### config.mk
export PLATFORM = sky130hd
export DESIGN_NAME = barrett_ds_issuer
export DESIGN_NICKNAME = d
export VERILOG_FILES = /design/src/rtl/barrett_ds_issuer.sv
export SDC_FILE = /design/constraint.sdc
export NUM_CORES = 1
export LEC_CHECK = 0
export CORE_AREA = 2 2 182 184
export CTS_CLUSTER_SIZE = 25
export DETAILED_ROUTE_END_ITERATION = 10
export DIE_AREA = 0 0 184 186
export GPL_ROUTABILITY_DRIVEN = 0
export GPL_TIMING_DRIVEN = 1
export PLACE_DENSITY = 0.59
export SYNTH_ARGS = -nofsm -noshare
export SYNTH_HDL_FRONTEND = slang
export SYNTH_SLANG_ARGS = --single-unit
export TNS_END_PERCENT = 50
### constraint.sdc
create_clock -name CLK_pci_sys_clk_p -period 15.6 [get_ports CLK_pci_sys_clk_p]
set_clock_uncertainty 0.2 [all_clocks]
set_input_delay 2.34 -clock CLK_pci_sys_clk_p [delete_from_list [all_inputs] [get_ports CLK_pci_sys_clk_p]]
set_output_delay 2.34 -clock CLK_pci_sys_clk_p [all_outputs]
set_load 0.02 [all_outputs]
### src/rtl/barrett_ds_issuer.sv
// barrett_ds_issuer
//   Initiator-side controller for the digit-serial Barrett reducer (barrett_ds).
//   It takes operands x from a valid/ready stream and issues one reduction at a time:
//   it pulses start, waits for the reducer's valid, and holds the result on a
//   valid/ready output stream until the result is accepted.
//   A zero operand bypasses the reducer. A per-job watchdog aborts jobs whose
//   reducer never answers. The module counts the results accepted downstream.
//
// Ports
//   CLK_pci_sys_clk_p  clock, rising edge
//   rst_i              asynchronous active-high reset
//   in_valid_i/in_ready_o/in_x_i         operand stream
//   red_start_o/red_x_o                  start pulse and operand to the reducer
//   red_q_o/red_q_bl_o/red_mu_o          constant modulus, bit length and Barrett mu
//   red_result_i/red_valid_i             reducer result and finish pulse
//   out_valid_o/out_ready_i/out_r_o      result stream (x mod q)
//   timeout_o                            sticky: a job was aborted by the watchdog
//   job_count_o                          results accepted downstream (wraps)
module barrett_ds_issuer #(
    parameter int unsigned DATA_LENGTH    = 64,
    parameter int unsigned MODULUS        = 8380417,
    parameter int unsigned MODULUS_LENGTH = 23,
    parameter int unsigned MU             = 8396807,
    parameter int unsigned TIMEOUT_CYCLES = 256,
    parameter int unsigned CNT_WIDTH      = 16
) (
    input  logic                   CLK_pci_sys_clk_p,
    input  logic                   rst_i,
    input  logic                   in_valid_i,
    output logic                   in_ready_o,
    input  logic [DATA_LENGTH-1:0] in_x_i,
    output logic                   red_start_o,
    output logic [DATA_LENGTH-1:0] red_x_o,
    output logic [DATA_LENGTH-1:0] red_q_o,
    output logic [DATA_LENGTH-1:0] red_q_bl_o,
    output logic [DATA_LENGTH-1:0] red_mu_o,
    input  logic [DATA_LENGTH-1:0] red_result_i,
    input  logic                   red_valid_i,
    output logic                   out_valid_o,
    input  logic                   out_ready_i,
    output logic [DATA_LENGTH-1:0] out_r_o,
    output logic                   timeout_o,
    output logic [CNT_WIDTH-1:0]   job_count_o
);

    localparam logic [1:0] StIdle  = 2'd0;
    localparam logic [1:0] StStart = 2'd1;
    localparam logic [1:0] StWait  = 2'd2;
    localparam logic [1:0] StHold  = 2'd3;

    localparam int unsigned         WdWidth = $clog2(TIMEOUT_CYCLES + 1);
    localparam logic [WdWidth-1:0]  WdLast  = WdWidth'(TIMEOUT_CYCLES - 1);

    logic [1:0]             state_q, state_d;
    logic [DATA_LENGTH-1:0] x_q, x_d;
    logic [DATA_LENGTH-1:0] r_q, r_d;
    logic                   out_valid_q, out_valid_d;
    logic                   timeout_q, timeout_d;
    logic [CNT_WIDTH-1:0]   cnt_q, cnt_d;
    logic [WdWidth-1:0]     wd_q, wd_d;

    always_comb begin
        state_d     = state_q;
        x_d         = x_q;
        r_d         = r_q;
        out_valid_d = out_valid_q;
        timeout_d   = timeout_q;
        cnt_d       = cnt_q;
        wd_d        = wd_q;
        case (state_q)
            StIdle: begin
                if (in_valid_i) begin
                    if (in_x_i != '0) begin
                        x_d     = in_x_i;
                        state_d = StStart;
                    end else begin
                        // 0 mod q is 0: answer directly without starting the reducer.
                        r_d         = '0;
                        out_valid_d = 1'b1;
                        state_d     = StHold;
                    end
                end
            end
            StStart: begin
                wd_d    = '0;
                state_d = StWait;
            end
            StWait: begin
                // A result arriving on the last watchdog cycle still counts.
                if (red_valid_i) begin
                    r_d         = red_result_i;
                    out_valid_d = 1'b1;
                    state_d     = StHold;
                end else if (wd_q == WdLast) begin
                    timeout_d = 1'b1;
                    state_d   = StIdle;
                end else begin
                    wd_d = wd_q + WdWidth'(1);
                end
            end
            StHold: begin
                if (out_ready_i) begin
                    out_valid_d = 1'b0;
                    cnt_d       = cnt_q + CNT_WIDTH'(1);
                    state_d     = StIdle;
                end
            end
            default: state_d = StIdle;
        endcase
    end

    always_ff @(posedge CLK_pci_sys_clk_p or posedge rst_i) begin
        if (rst_i) begin
            state_q     <= StIdle;
            x_q         <= '0;
            r_q         <= '0;
            out_valid_q <= 1'b0;
            timeout_q   <= 1'b0;
            cnt_q       <= '0;
            wd_q        <= '0;
        end else begin
            state_q     <= state_d;
            x_q         <= x_d;
            r_q         <= r_d;
            out_valid_q <= out_valid_d;
            timeout_q   <= timeout_d;
            cnt_q       <= cnt_d;
            wd_q        <= wd_d;
        end
    end

    // The ready output is gated by reset so that it is low while reset is held.
    assign in_ready_o  = (state_q == StIdle) && !rst_i;
    assign red_start_o = (state_q == StStart);
    assign red_x_o     = x_q;
    assign red_q_o     = DATA_LENGTH'(MODULUS);
    assign red_q_bl_o  = DATA_LENGTH'(MODULUS_LENGTH);
    assign red_mu_o    = DATA_LENGTH'(MU);
    assign out_valid_o = out_valid_q;
    assign out_r_o     = r_q;
    assign timeout_o   = timeout_q;
    assign job_count_o = cnt_q;

endmodule

==> summary.md, run 1 <==
| Metric | Value |
|---|---|
| Compound-Gate Fraction of Synth Area | `12.50%` |
| Fin. Hold Viols | `0` |
| WHS | `between 0.2 and 0.3 ns` |
| Routed Antenna Nets | `0` |
| Clk_lat worst skew | `between 0.4 and 0.5 ns` |
| End of the critical path | `in_ready_o` |
| I/O Buffers | `280` |
| R2r worst-path depth | `9` |
| Status | `complete, no violations` |
| Setup violators final | `0` |
| Seq. cell area | `3929 um2` |
| Postcts setup bufs | `0` |
| Simple-Gate Fraction of Synth Area | `between 10 and 15%` |
| Largest net degree at the start of global routing | `97` |
| Worst setup slack after placement | `9.506 ns` |
| Ys Warns | `0` |
| Post-Synth Adder-Cell Area | `less than 1%` |
| # nets final | `about 1.3k` |
| Main combinational cell family by area after synthesis | `buffers and inverters` |
| Congestion Overflow GR | `0` |
| I/O Pins | `about 470` |
| WP data required | `between 10 and 15 ns` |
| Row cnt | `66` |
| Mux cell area share after synthesis | `under 10%` |
| 1st-iter DRT viols | `262` |
| Cell area after layout | `11930 um2` |
| CTS resizes | `0` |
| Clk slew on worst S/H paths | `~0.06 ns` |
| CP Max Fanout | `2` |
| Asr flop ratio synth | `100.0%` |
| Synthesized cell area | `8976 um2` |
| Sequential fraction of the synthesis area | `a little over two fifths` |
| CTS H-Tree Depth | `4` |
| Final period util | `just under 40%` |
| TritonCTS clock tree | `yes` |
| Vias per std cell | `~4.5` |
| Fin util | `a little under two fifths` |
| Seq cells post-synth | `about 160` |
| Max VDD drop | `approximately 0.000097 V` |
| Die extent in y | `roughly 190 um` |
| Crit path DAT | `between 3 and 4 ns` |
| Starting density of the core | `27.87%` |
| # DRC | `0` |
| Slew HR | `approximately a third` |
| Leakage | `5.058 nW` |
| WL final | `approximately 26000 um` |
| Initial antenna violation count | `1` |
| Grt met1 use | `a little under a fifth` |
| MaxCap Viol Count | `0` |
| Clock tree sinks | `157` |
| Cells after Synth | `~860` |
| Die Area | `roughly 34000 um2` |
| Worst R2R Setup Slack | `roughly 12 ns` |
| Crit path launch type | `input pin` |
| First-pass GRT wire length | `38830 um` |
| Pwr Density | `209.9 nW/um2` |
| RSZ-0062 raised after global routing | `no` |
| Wirelength per Cell | `about 17 um` |
| Layout cell share with drive strength beyond 1 | `about a tenth` |
| Post-DP Area | `~11000 um2` |
| GRT busiest layer | `met2` |
| Die W | `approximately 180 um` |
| Pre-antenna DRT Iters | `4` |
| Vias | `roughly 6.9k` |
| Fin Setup TNS | `0 ns` |
| Main synth FF type | `dfrtp_1` |
| Worst-Margin Slew | `a little over 1 ns` |
| Root buffer cell | `clkbuf_16` |
| Crit. End Element | `output port` |
| Clock buffer count from CTS | `17` |
| Area grow syn2layout | `32.88%` |
| XOR/XNOR share of the synthesized area | `approximately 1.7%` |
| All-layer global routing usage | `between 10 and 15%` |
| Vias in the first global route | `roughly 6.6k` |
| Final Max Tran Viols | `0` |
| WS Path Type | `in2out` |
| Hpwl dp | `about 18000 um` |
| Met2 Usage GRT | `26.19%` |
| Fmax | `164.3 MHz` |
| Synth unique cells | `39` |
| Tmin final | `6.088 ns` |
| Synthesized area per cell | `~10 um2` |
| Critical Path Start | `rst_i` |
| Post-synth EDFFs | `0` |
| Hold/Removal Path Class | `reg2reg` |
| Met3 Use GR | `between 3 and 4%` |
| Reg-to-Reg End | `out_r_o[55]` |
| Cts hold-fix bufs | `0` |
| Final worst slack | `approximately 9.5 ns` |
| Placeable Area | `approximately 32000 um2` |
| Filler cells | `about 3.2k` |
| Multi-input logic area | `between 4000 and 5000 um2` |
| Clock Path Buffers | `2` |
| Reg2reg start | `state_q[0]` |
-- worst max-delay path: stages --
cell and delay, ns:
clkdlybuf4s50_1 0.48, nor2_1 0.12, clkdlybuf4s50_1 0.61
-- area by class of cell --
| class | count | area share [%] |
|---|---|---|
| clock inverters | 14 | 1.112 |
| flip-flops and latches | 157 | 32.94 |
| diodes | 1 | 0.02098 |
| repair buffers | 287 | 23.94 |
| inverters | 12 | 0.4196 |
| well taps | 408 | 4.280 |
| multi-input cells | 641 | 33.61 |
| clock buffers | 18 | 3.682 |
-- metrics by stage --
stage               instances  power [W]
global route             1538   0.002674
global placement         1505   0.002087
finish                   1538   0.002504
detailed placement       1505   0.002111
CTS                      1537   0.002542
floorplan                1052   0.001587
-- layer usage --
metal / wire length [um] / share of wire (%) / up-vias
met5: 0 / 0 / -
met4: 376 / 1.4 / 0
met3: 2037 / 7.7 / 18
met2: 13220 / 50 / 317
met1: 10780 / 41 / 3379
li1: - / - / 3192
-- cells in the mapped netlist (2+ instances only) --
cell,number,share of area (%)
a21o_1,2,0.17
a21oi_1,66,3.7
a221o_1,64,7.1
a22o_1,5,0.49
and3_1,2,0.14
buf_1,2,0.084
buf_4,198,17
buf_6,12,1.5
clkbuf_1,29,1.2
conb_1,2,0.084
dfrtp_1,157,44
ha_1,7,0.98
inv_1,12,0.50
mux2_2,66,8.3
nand2_1,13,0.54
nand2b_1,64,4.5
nand3_1,72,4.0
nand4_1,9,0.63
nor2_1,16,0.67
nor2b_1,3,0.21
nor3_1,3,0.17
nor4_1,16,1.1
o21ai_0,9,0.50
or3_1,3,0.21
xnor2_1,11,1.1
xor2_1,6,0.59
-- power by group --
part / switching, W / internal (W) / total, W
combinational: 0.000711 / 0.000644 / 0.00136
clock: 0.000189 / 0.000228 / 0.000417
sequential: 0.000137 / 0.000595 / 0.000732
total: 0.00104 / 0.00147 / 0.00250
-- kinds of logic (layout without fill, tap and decap cells) --
kind of cell / count (synthesis) / after routing
buffers and inverters: 254 / 331
flip-flops: 157 / 157
multiplexers: 67 / 67
adder cells (fa/ha/maj): 7 / 7
AO/OA/AOI/OAI: 152 / 152
XOR/XNOR: 17 / 17
AND/OR/NAND/NOR: 206 / 206
other: 2 / 193
-- state kept, by name, summed over array words and instances (netlist names) --
| signal | flops |
|---|---|
| red_x_o | 64 |
| out_r_o | 64 |
| wd_q | 9 |
| state_q | 2 |
| job_count_o | 16 |
| out_valid_o | 1 |
| timeout_o | 1 |
-- cell usage in the layout (no fill, tap or decap), drive strengths merged, types with 9 or more instances in the layout --
| master | netlist | routed |
|---|---|---|
| conb | 2 | 192 |
| xnor2 | 11 | 11 |
| nand2b | 64 | 64 |
| clkbuf | 29 | 18 |
| inv | 12 | 18 |
| o21ai | 11 | 11 |
| nor2 | 17 | 17 |
| nand2 | 13 | 13 |
| a21oi | 66 | 66 |
| dfrtp | 157 | 157 |
| a221o | 64 | 64 |
| nor4 | 17 | 17 |
| nand4 | 9 | 9 |
| clkdlybuf4s50 | 0 | 280 |
| nand3 | 72 | 72 |
| mux2 | 66 | 66 |
-- worst min path at each step --
stage	from	endpoint	cells past startpoint
5_1_grt	timeout_o	timeout_o	1
2_1_floorplan	wd_q[7]	wd_q[7]	2
3_5_place_dp	timeout_o	timeout_o	1
3_3_place_gp	timeout_o	timeout_o	1
6_report	timeout_o	timeout_o	1
4_1_cts	timeout_o	timeout_o	1
Power figures use the tool's default switching activity.
==> inputs of run 2 (changes only) <==
==> constraint.sdc (replaced) <==
create_clock -name CLK_pci_sys_clk_p -period 5.8 [get_ports CLK_pci_sys_clk_p]
set_clock_uncertainty 0.2 [all_clocks]
set_input_delay 0.87 -clock CLK_pci_sys_clk_p [delete_from_list [all_inputs] [get_ports CLK_pci_sys_clk_p]]
set_output_delay 0.87 -clock CLK_pci_sys_clk_p [all_outputs]
set_load 0.02 [all_outputs]
==> summary.md, run 2 (synthesis gave the netlist of run 1 again) <==
| Metric | Value |
|---|---|
| Status | `complete, no violations (unchanged)` |
| Most common cell after layout, fill and taps aside | `clkdlybuf4s50_1 (unchanged)` |
| Clk_lat worst skew | `0.42 ns (was 0.43 ns)` |
| # nets final | `1258 (was 1256)` |
| Layout cell share with drive strength beyond 1 | `10.26% (was 10.10%)` |
| Area grow syn2layout | `33.36% (was 32.88%)` |
| CTS H-Tree Depth | `4 (unchanged)` |
| Crit path launch type | `register (was input pin)` |
| Largest net degree at the start of global routing | `92 (was 97)` |
| Vias per std cell | `4.502 (was 4.490)` |
| First-pass GRT wire length | `38210 um (was 38830 um)` |
| Wirelength per Cell | `17.19 um (was 17.17 um)` |
| MaxCap Viol Count | `0 (unchanged)` |
| WP data required | `4.73 ns (was 13.06 ns)` |
| Vias | `6942 (was 6906)` |
| Fin. Hold Viols | `0 (unchanged)` |
| Postcts setup bufs | `0 (unchanged)` |
| Multi-input logic area | `4009 um2 (unchanged)` |
| Placeable Area | `32210 um2 (unchanged)` |
| Final period util | `69.11%` |
| Hold/Removal Path Class | `reg2reg (unchanged)` |
| 1st-iter DRT viols | `328 (was 262)` |
| Clock tree sinks | `157 (unchanged)` |
| Max VDD drop | `0.0002381 V (was 0.00009715 V)` |
| Die Area | `34220 um2 (unchanged)` |
| Commonest non-fill, non-tap cells in the layout | `280 x clkdlybuf4s50_1, 192 x conb_1, 157 x dfrtp_1 (unchanged)` |
| Crit. End Element | `output port (unchanged)` |
| Leakage | `5.063 nW (was 5.058 nW)` |
| Worst path max stage delay | `0.64 ns (was 0.61 ns)` |
| WL final | `26510 um (was 26410 um)` |
| Final Max Tran Viols | `0 (unchanged)` |
| I/O Pins | `473 (unchanged)` |
| Fin Setup TNS | `0 ns (unchanged)` |
| Slew HR | `37.68% (was 32.32%)` |
| CTS resizes | `0 (unchanged)` |
| Setup violators final | `0 (unchanged)` |
| Die extent in y | `186 um (unchanged)` |
| Post-DP Area | `11370 um2 (was 11350 um2)` |
| Fmax | `approximately 250 MHz` |
| Clock Path Buffers | `2 (unchanged)` |
| Clk slew on worst S/H paths | `0.07 ns (was 0.06 ns)` |
| Vias in the first global route | `6534 (was 6599)` |
| Critical path cell sequence | `inv_1 -> ha_2 -> buf_4 -> inv_1 -> nor2_1 -> clkdlybuf4s50_1 (was clkdlybuf4s50_1 -> nor2_1 -> clkdlybuf4s50_1)` |
| Filler cells | `3221 (was 3200)` |
| Cell area after layout | `11970 um2 (was 11930 um2)` |
| CP Max Fanout | `67 (was 2)` |
| All-layer global routing usage | `14.76% (was 14.93%)` |
| Initial antenna violation count | `3 (was 1)` |
| Most used cell, CP | `inv_1 (was clkdlybuf4s50_1)` |
| Worst-Margin Slew | `0.9326 ns (was 1.011 ns)` |
| TritonCTS clock tree | `yes (unchanged)` |
| Congestion Overflow GR | `0 (unchanged)` |
| RSZ-0062 raised after global routing | `no (unchanged)` |
| Row cnt | `66 (unchanged)` |
| Starting density of the core | `27.87% (unchanged)` |
| Tmin final | `roughly 4 ns` |
| Crit path DAT | `2.94 ns (was 3.55 ns)` |
| Die W | `184 um (unchanged)` |
| CP max stage cell | `buf_4 (was clkdlybuf4s50_1)` |
| # DRC | `0 (unchanged)` |
| I/O Buffers | `280 (unchanged)` |
| Hpwl dp | `18760 um (was 18470 um)` |
| WHS | `0.2698 ns (was 0.2615 ns)` |
| Root buffer cell | `clkbuf_16 (unchanged)` |
| WS Path Type | `reg2out (was in2out)` |
| Cts hold-fix bufs | `0 (unchanged)` |
| Clock buffer count from CTS | `17 (unchanged)` |
| Routed Antenna Nets | `0 (unchanged)` |
| Seq. cell area | `3929 um2 (unchanged)` |
| Pwr Density | `563.7 nW/um2 (was 209.9 nW/um2)` |
| Pre-antenna DRT Iters | `4 (unchanged)` |
==> run 2: path summary, 6_finish.rpt <==
check / cells after the start / slack, ns / start / endpoint
min in group asynchronous: 2 / 0.80 / rst_i / out_r_o[0]
worst min register to register: 1 / 0.27 / timeout_o / timeout_o
worst min-delay path: 1 / 0.27 / timeout_o / timeout_o
worst max register to register: 7 / 2.25 / state_q[0] / out_r_o[10]
max in group asynchronous: 3 / 3.55 / rst_i / out_r_o[21]
worst max-delay path: 6 / 1.79 / state_q[0] / in_ready_o
==> run 2: critical path, delay by kind of cell (launching register included) <==
kind / cells / cell delay [ns]
AND/OR/NAND/NOR: 1 / 0.17
flip-flops: 1 / 0.42
buffers and inverters: 4 / 1.72
adder cells (fa/ha/maj): 1 / 0.19
==> run 2: power by group <==
group	internal, W	switching (W)	total [W]
sequential	0.00160	0.000367	0.00197
clock	0.000618	0.000525	0.00114
combinational	0.00173	0.00191	0.00364
total	0.00395	0.00280	0.00675
==> run 2: layout make-up <==
| type | instances | share of cell area [%] |
|---|---|---|
| Tap cell | 408 | 4.265 |
| Antenna cell | 3 | 0.06272 |
| Timing Repair Buffer | 289 | 23.98 |
| Sequential cell | 157 | 32.82 |
| Multi-Input combinational cell | 641 | 33.49 |
| Inverter | 12 | 0.4181 |
| Clock buffer | 18 | 3.669 |
| Clock inverter | 14 | 1.296 |
==> run 2: through the flow <==
step	power (W)	cells	worst slack (ns)	util [%]
floorplan	0.004267	1052	0.4951	-
global placement	0.005613	1507	1.510	35.30
detailed placement	0.005664	1507	1.463	35.30
CTS	0.006839	1539	1.764	37.14
global route	0.007192	1541	1.585	37.16
finish	0.006748	1542	1.791	37.17
==> run 2: per-layer routing <==
| layer | track usage (%) | up-vias | wire length, um | share of wire [%] |
|---|---|---|---|---|
| li1 | - | 3207 | - | - |
| met1 | 17.57 | 3383 | 10940 | 41 |
| met2 | 25.52 | 328 | 13040 | 49 |
| met3 | 4.070 | 24 | 2032 | 7.7 |
| met4 | 5.280 | 0 | 501 | 1.9 |
| met5 | 0 | - | 0 | 0 |
